<file path="src/rtl/fetch_pkg.sv">
// Shared defaults and state encoding for the instruction fetch sequencer.
package fetch_pkg;

  localparam int ADDR_W_DEF     = 72;
  localparam int INSTR_W_DEF    = 72;
  localparam int IMEM_DEPTH_DEF = 1024;
  localparam int RESET_PC_DEF   = 0;

  typedef enum logic [1:0] {
    IDLE,
    RUN,
    DRAIN,
    FAULT
  } fetch_state_t;

endpackage

</file>
<file path="src/rtl/fetch_skid_buffer.sv">
// Two-entry valid/ready buffer (output register + skid slot) with a flush that
// drops everything buffered; the skid always drains ahead of newer input.
module fetch_skid_buffer #(
  parameter int DATA_W = 144
) (
  input  logic              clk,
  input  logic              reset,
  input  logic              flush,
  input  logic              in_valid,
  input  logic [DATA_W-1:0] in_data,
  input  logic              out_ready,
  output logic              out_valid,
  output logic [DATA_W-1:0] out_data,
  output logic              skid_valid
);

  logic [DATA_W-1:0] skid_data;
  logic              out_free;
  logic              load_skid;

  assign out_free  = !out_valid || out_ready;
  assign load_skid = in_valid && !flush && (skid_valid || !out_free);

  // NOTE: sequential state uses non-blocking assignments so every register
  // samples pre-edge values, independent of statement order.
  always_ff @(posedge clk or posedge reset) begin
    if (reset) begin
      out_valid  <= 1'b0;
      skid_valid <= 1'b0;
      out_data   <= '0;
    end else if (flush) begin
      out_valid  <= 1'b0;
      skid_valid <= 1'b0;
    end else if (out_free) begin
      if (skid_valid) begin
        out_valid  <= 1'b1;
        out_data   <= skid_data;
        skid_valid <= in_valid;
      end else begin
        out_valid <= in_valid;
        if (in_valid) out_data <= in_data;
      end
    end else if (in_valid) begin
      skid_valid <= 1'b1;
    end
  end

  // NOTE: skid_data is pure datapath qualified by skid_valid, so it carries no
  // reset; only the control bits need a known value.
  always_ff @(posedge clk) begin
    if (load_skid) skid_data <= in_data;
  end

endmodule

</file>
<file path="src/rtl/fetch_sequencer.sv">
// Instruction fetch sequencer: owns the PC, issues one synchronous imem read per
// cycle, tracks the 1-cycle return and presents {instr, pc} to decode.
module fetch_sequencer
  import fetch_pkg::*;
#(
  parameter int                ADDR_W     = ADDR_W_DEF,
  parameter int                INSTR_W    = INSTR_W_DEF,
  parameter int                IMEM_DEPTH = IMEM_DEPTH_DEF,
  parameter logic [ADDR_W-1:0] RESET_PC   = ADDR_W'(RESET_PC_DEF)
) (
  input  logic               clk,
  input  logic               reset,
  input  logic               fetch_en,
  input  logic               redirect_valid,
  input  logic [ADDR_W-1:0]  redirect_pc,
  output logic               imem_en,
  output logic [ADDR_W-1:0]  imem_addr,
  input  logic [INSTR_W-1:0] imem_rdata,
  output logic               out_valid,
  input  logic               out_ready,
  output logic [INSTR_W-1:0] out_instr,
  output logic [ADDR_W-1:0]  out_pc,
  output logic               busy,
  output logic               fault
);

  localparam logic [ADDR_W-1:0] DEPTH_LIMIT = ADDR_W'(IMEM_DEPTH);

  fetch_state_t        state, state_d;
  logic [ADDR_W-1:0]   pc, pc_d;
  logic                inflight, inflight_d;
  logic [ADDR_W-1:0]   inflight_pc, inflight_pc_d;
  logic                flush;
  logic                skid_valid;
  logic                push;
  logic [1:0]          occ, occ_eff;
  logic                can_issue;

  // occ_eff is what will still be held once this cycle's handshake retires.
  assign occ       = {1'b0, inflight} + {1'b0, out_valid} + {1'b0, skid_valid};
  assign occ_eff   = occ - {1'b0, out_valid & out_ready};
  assign can_issue = occ_eff < 2'd2;

  // A return coinciding with a redirect belongs to the old path and is dropped.
  assign push  = inflight && !redirect_valid;
  assign busy  = inflight | out_valid | skid_valid;
  assign fault = (state == FAULT);

  // NOTE: every output of this block gets a default first so no path leaves a
  // variable unassigned, which would infer a latch.
  always_comb begin
    state_d       = state;
    pc_d          = pc;
    inflight_d    = 1'b0;
    inflight_pc_d = inflight_pc;
    imem_en       = 1'b0;
    imem_addr     = pc;
    flush         = 1'b0;

    if (redirect_valid) begin
      flush     = 1'b1;
      imem_addr = redirect_pc;
      imem_en   = fetch_en && (redirect_pc < DEPTH_LIMIT);
      state_d   = fetch_en ? RUN : IDLE;
    end else begin
      unique case (state)
        IDLE:  if (fetch_en) state_d = RUN;
        RUN: begin
          if (!fetch_en) begin
            state_d = (occ != 2'd0) ? DRAIN : IDLE;
          end else if (can_issue) begin
            if (pc < DEPTH_LIMIT) imem_en = 1'b1;
            else                  state_d = FAULT;
          end
        end
        DRAIN: begin
          if (fetch_en)            state_d = RUN;
          else if (occ == 2'd0)    state_d = IDLE;
        end
        FAULT:   state_d = FAULT;
        default: state_d = IDLE;
      endcase
    end

    if (imem_en) begin
      pc_d          = imem_addr + ADDR_W'(1);
      inflight_d    = 1'b1;
      inflight_pc_d = imem_addr;
    end else if (redirect_valid) begin
      pc_d = redirect_pc;
    end
  end

  always_ff @(posedge clk or posedge reset) begin
    if (reset) begin
      state       <= IDLE;
      pc          <= RESET_PC;
      inflight    <= 1'b0;
      inflight_pc <= '0;
    end else begin
      state       <= state_d;
      pc          <= pc_d;
      inflight    <= inflight_d;
      inflight_pc <= inflight_pc_d;
    end
  end

  fetch_skid_buffer #(
    .DATA_W(INSTR_W + ADDR_W)
  ) u_skid (
    .clk       (clk),
    .reset     (reset),
    .flush     (flush),
    .in_valid  (push),
    .in_data   ({imem_rdata, inflight_pc}),
    .out_ready (out_ready),
    .out_valid (out_valid),
    .out_data  ({out_instr, out_pc}),
    .skid_valid(skid_valid)
  );

endmodule
</file>
<file path="config.mk">
export PLATFORM = sky130hd
export DESIGN_NAME = fetch_sequencer
export DESIGN_NICKNAME = d
export VERILOG_FILES = /design/src/rtl/fetch_pkg.sv /design/src/rtl/fetch_skid_buffer.sv /design/src/rtl/fetch_sequencer.sv
export SDC_FILE = /design/constraint.sdc
export NUM_CORES = 1
export LEC_CHECK = 0
export ABC_CLOCK_PERIOD_IN_PS = 15800
export CAP_MARGIN = 0
export CORE_UTILIZATION = 55
export CTS_CLUSTER_DIAMETER = 50
export DETAILED_ROUTE_END_ITERATION = 8
export PLACE_DENSITY_LB_ADDON = 0.2
export SETUP_SLACK_MARGIN = 0.15
export SLEW_MARGIN = 5
export SYNTH_ARGS = -nofsm -noshare
export SYNTH_HDL_FRONTEND = slang
export SYNTH_SLANG_ARGS = --single-unit
</file>
<file path="constraint.sdc">
create_clock -name clk -period 15.8 [get_ports clk]
set_input_delay 3.16 -clock clk [delete_from_list [all_inputs] [get_ports clk]]
set_output_delay 3.16 -clock clk [all_outputs]
set_load 0.01 [all_outputs]
</file>
==> qor.csv <==
stage;metric;value;unit
critical_path;crit_chain;clkdlybuf4s50_1 -> nor4_1 -> nand4_1 -> nor4_1 -> a21o_1 -> clkdlybuf4s50_1;
floorplanning;die_h;181;um
timing;setup_ws;6790;ps
global_route;grt_usage;0.253;
final_layout;layout_common_cells;367 x clkdlybuf4s50_1, 292 x dfrtp_1, 155 x nor2_1, 146 x a21oi_1;
timing;finalCriticalPeriod;9010;ps
floorplanning;die-area;32800;um^2
floorplanning;std_cell_rows;65;
timing;drv_slew;0;
final_layout;regArea;11700;um^2
floorplanning;start_util;0.559;
detailed_routing;vias;11600;
critical_path;critPathMaxFanout;3;
critical_path;crit_path_top_delay_cell;nor4_1;
place;io_buffers;368;
timing;setup_tns;0;ps
place;hpwl;27100;um
timing;post-route-period-util;0.570;
power_and_ir_drop;comb_power_share;0.099;
logic_synthesis;yosys_most_used_dff;dfrtp_1;
critical_path;required;12640;ps
detailed_routing;wl_per_cell;20.0;um
worst_hold_path;hold_class;register to register;
clock_tree;cts_max_path_buffers;3;
job;max_cap_violations;0;
global_route;grt_pass1_wl;65200;um
detailed_routing;dr.first_iter.drc_count;642;
power_and_ir_drop;total_power;2.60;mW
final_layout;multi_input_area;5650;um^2
logic_synthesis;syn_inst;1280;
global_route;grt_start_max_net_pins;121;
logic_synthesis;ys_ff_latch;437;
clock_tree;clk_latency;550;ps
final_layout;final_layout_size_suffix_gt1_frac;0.144;
logic_synthesis;synth.distinct_cells;43;
critical_path;reg2regPathDepth;7;
clock_tree;clk_root_buffer_cell;clkbuf_16;
global_route;first_global_vias;11600;
final_layout;nets;1788;
logic_synthesis;synth_area;17700;um^2
logic_synthesis;synth_edf_count;144;
timing;worstMarginPinSlew;1150;ps
detailed_routing;wl;41600;um
timing;rsz0062_at_grt;no;
critical_path;worstSetupEndpoint;imem_en;
global_route;antenna_found_initial;7;
critical_path;max_stage_delay;790;ps
final_layout;mostFrequentLayoutCell;clkdlybuf4s50_1;
clock_tree;cts_resized;0;
power_and_ir_drop;internal-power;2.02;mW
logic_synthesis;syn-num-nets;1431;
clock_tree;clkTransAtPathRegs;60;ps
clock_tree;hold_buffers;0;
timing;setup-violations-final;0;
timing;relSlewSlack;0.230;
critical_path;r2r_end;inflight_pc[4];
power_and_ir_drop;vdd_drop_max;0.0000850;V
detailed_routing;dr.pass1.iters;5;
power_and_ir_drop;power_frac_seq;0.475;
final_layout;syn2layout_area_growth;31.5;%
power_and_ir_drop;power.switching;580;uW
floorplanning;die_w;181;um
logic_synthesis;yosys.area.top_type;dfrtp_1;
floorplanning;pin_count;369;
clock_tree;post_cts_buffers;0;
clock_tree;cts_tree;built;
logic_synthesis;yosys.area.top_type_share;0.415;
timing;hold_viol_final;0;
timing;worst_clock_skew;22.4;ps
logic_synthesis;async_flop_share;0.670;
final_layout;fillCellCount;2057;
clock_tree;numCtsBuffers;46;
outcome;status;finished, final reports clean;
critical_path;crit_arrival;5850;ps
critical_path;reg2reg_slack;12150;ps
critical_path;crit_start;redirect_pc[12];
timing;max_freq;111;MHz
logic_synthesis;synth.area.top_cells;dfrtp_1 42%, edfxtp_1 24%, mux2_2 8.5%;
global_route;grt_overflow;0;
critical_path;end_kind;primary output;
detailed_routing;antenna_left;0;
detailed_routing;drcViolationCount;0;
floorplanning;coreArea;31600;um^2
place;place_ws;6830;ps
clock_tree;clkSinkCount;437;
logic_synthesis;seq_area_frac_synth;0.660;
logic_synthesis;avgSynthCellArea;13.8;um^2
power_and_ir_drop;power.share.clock;0.426;
place;dpl.cell_count;1990;
clock_tree;htree_levels;2;
power_and_ir_drop;swShare;0.223;
critical_path;critPathLaunchType;input port;
logic_synthesis;yosysWarnings;0;
power_and_ir_drop;powerDensity;112;nW/um^2
power_and_ir_drop;leakage;9.03;nW
place;gp_congestion;0.842;
detailed_routing;via_per_inst;5.55;
critical_path;r2r-start;u_skid.skid_valid;
final_layout;fin_cells;2081;
critical_path;worstSetupPathType;input port to primary output;
## flip-flops by register name, indices dropped and copies added (netlist names)
register           cells
inflight               1
inflight_pc           72
pc                    72
state                  2
u_skid.out_data      144
u_skid.out_valid       1
u_skid.skid_data     144
u_skid.skid_valid      1
## cells by family (layout without fill, tap and decap cells)
logic type / after synthesis / after routing / share of synthesized area
adder cells (fa/ha/maj): 2 / 2 / 0.00184
buffers and inverters: 76 / 471 / 0.0210
AND/OR/NAND/NOR: 304 / 304 / 0.0875
multiplexers: 288 / 288 / 0.176
XOR/XNOR: 9 / 9 / 0.00447
other: 0 / 4 / 0
AO/OA/AOI/OAI: 164 / 164 / 0.0490
flip-flops: 437 / 437 / 0.660
## power by group through the flow
stage	Sequential (mW)	Clock [mW]	Combinational, mW
floorplan	1.26	0	0.0985
global placement	1.26	0	0.254
detailed placement	1.26	0	0.259
CTS	1.23	1.13	0.261
global route	1.24	1.17	0.277
finish	1.24	1.11	0.259
## routing by layer
layer  global-route usage  wire length [um]  vias up
met5                    0                41        -
met4               0.0895              1230        6
met3               0.0649              2940       81
met2                0.410             20300      355
met1                0.332             17100     5761
li1                     -                 -     5350
## worst min path at each step
| stage | from | end | slack [ps] | cells past startpoint |
|---|---|---|---|---|
| after detailed placement | inflight_pc[21] | u_skid.skid_data[21] | 450 | 0 |
| after CTS | inflight_pc[17] | u_skid.skid_data[17] | 460 | 0 |
| after global routing | inflight_pc[61] | u_skid.skid_data[61] | 480 | 0 |
| after floorplan | inflight_pc[10] | u_skid.skid_data[10] | 440 | 0 |
| after global placement | inflight_pc[13] | u_skid.skid_data[13] | 450 | 0 |
| final | inflight_pc[35] | u_skid.skid_data[35] | 470 | 0 |
## stage by stage
step | area (um^2) | hold slack, ps | utilization
after floorplan | 17700 | 438 | -
after global placement | 21600 | 449 | 0.685
after detailed placement | 21600 | 453 | 0.685
after CTS | 23200 | 462 | 0.735
after global routing | 23200 | 480 | 0.736
final | 23200 | 465 | 0.736
## cell usage after synthesis, drive strengths merged, types with 2 or more instances
master,n
dfrtp,293
nor2,156
a21oi,147
edfxtp,144
mux2,144
mux2i,144
and2,63
nor4,44
clkbuf,37
buf,36
nand4,14
xnor2,9
a22oi,5
nand2,5
nor3,5
nor2b,4
a32oi,3
inv,3
nor3b,3
nor4b,3
o21ai,3
a21o,2
nand3,2
## worst max-delay path: cells and delay by family
family	cells	cell delay [ps]
simple gates	3	1470
compound gates	1	170
buf+inv	2	1050
## area by class of cell
class,count,share of cell area
inverter,3,0.000808
clock buffer,59,0.0543
sequential,437,0.502
clock inverter,27,0.0138
tap,402,0.0217
antenna,4,0.000431
timing repair buffer,382,0.163
multi-input combinational,767,0.243
No activity file was read; power rests on OpenSTA's default activity.
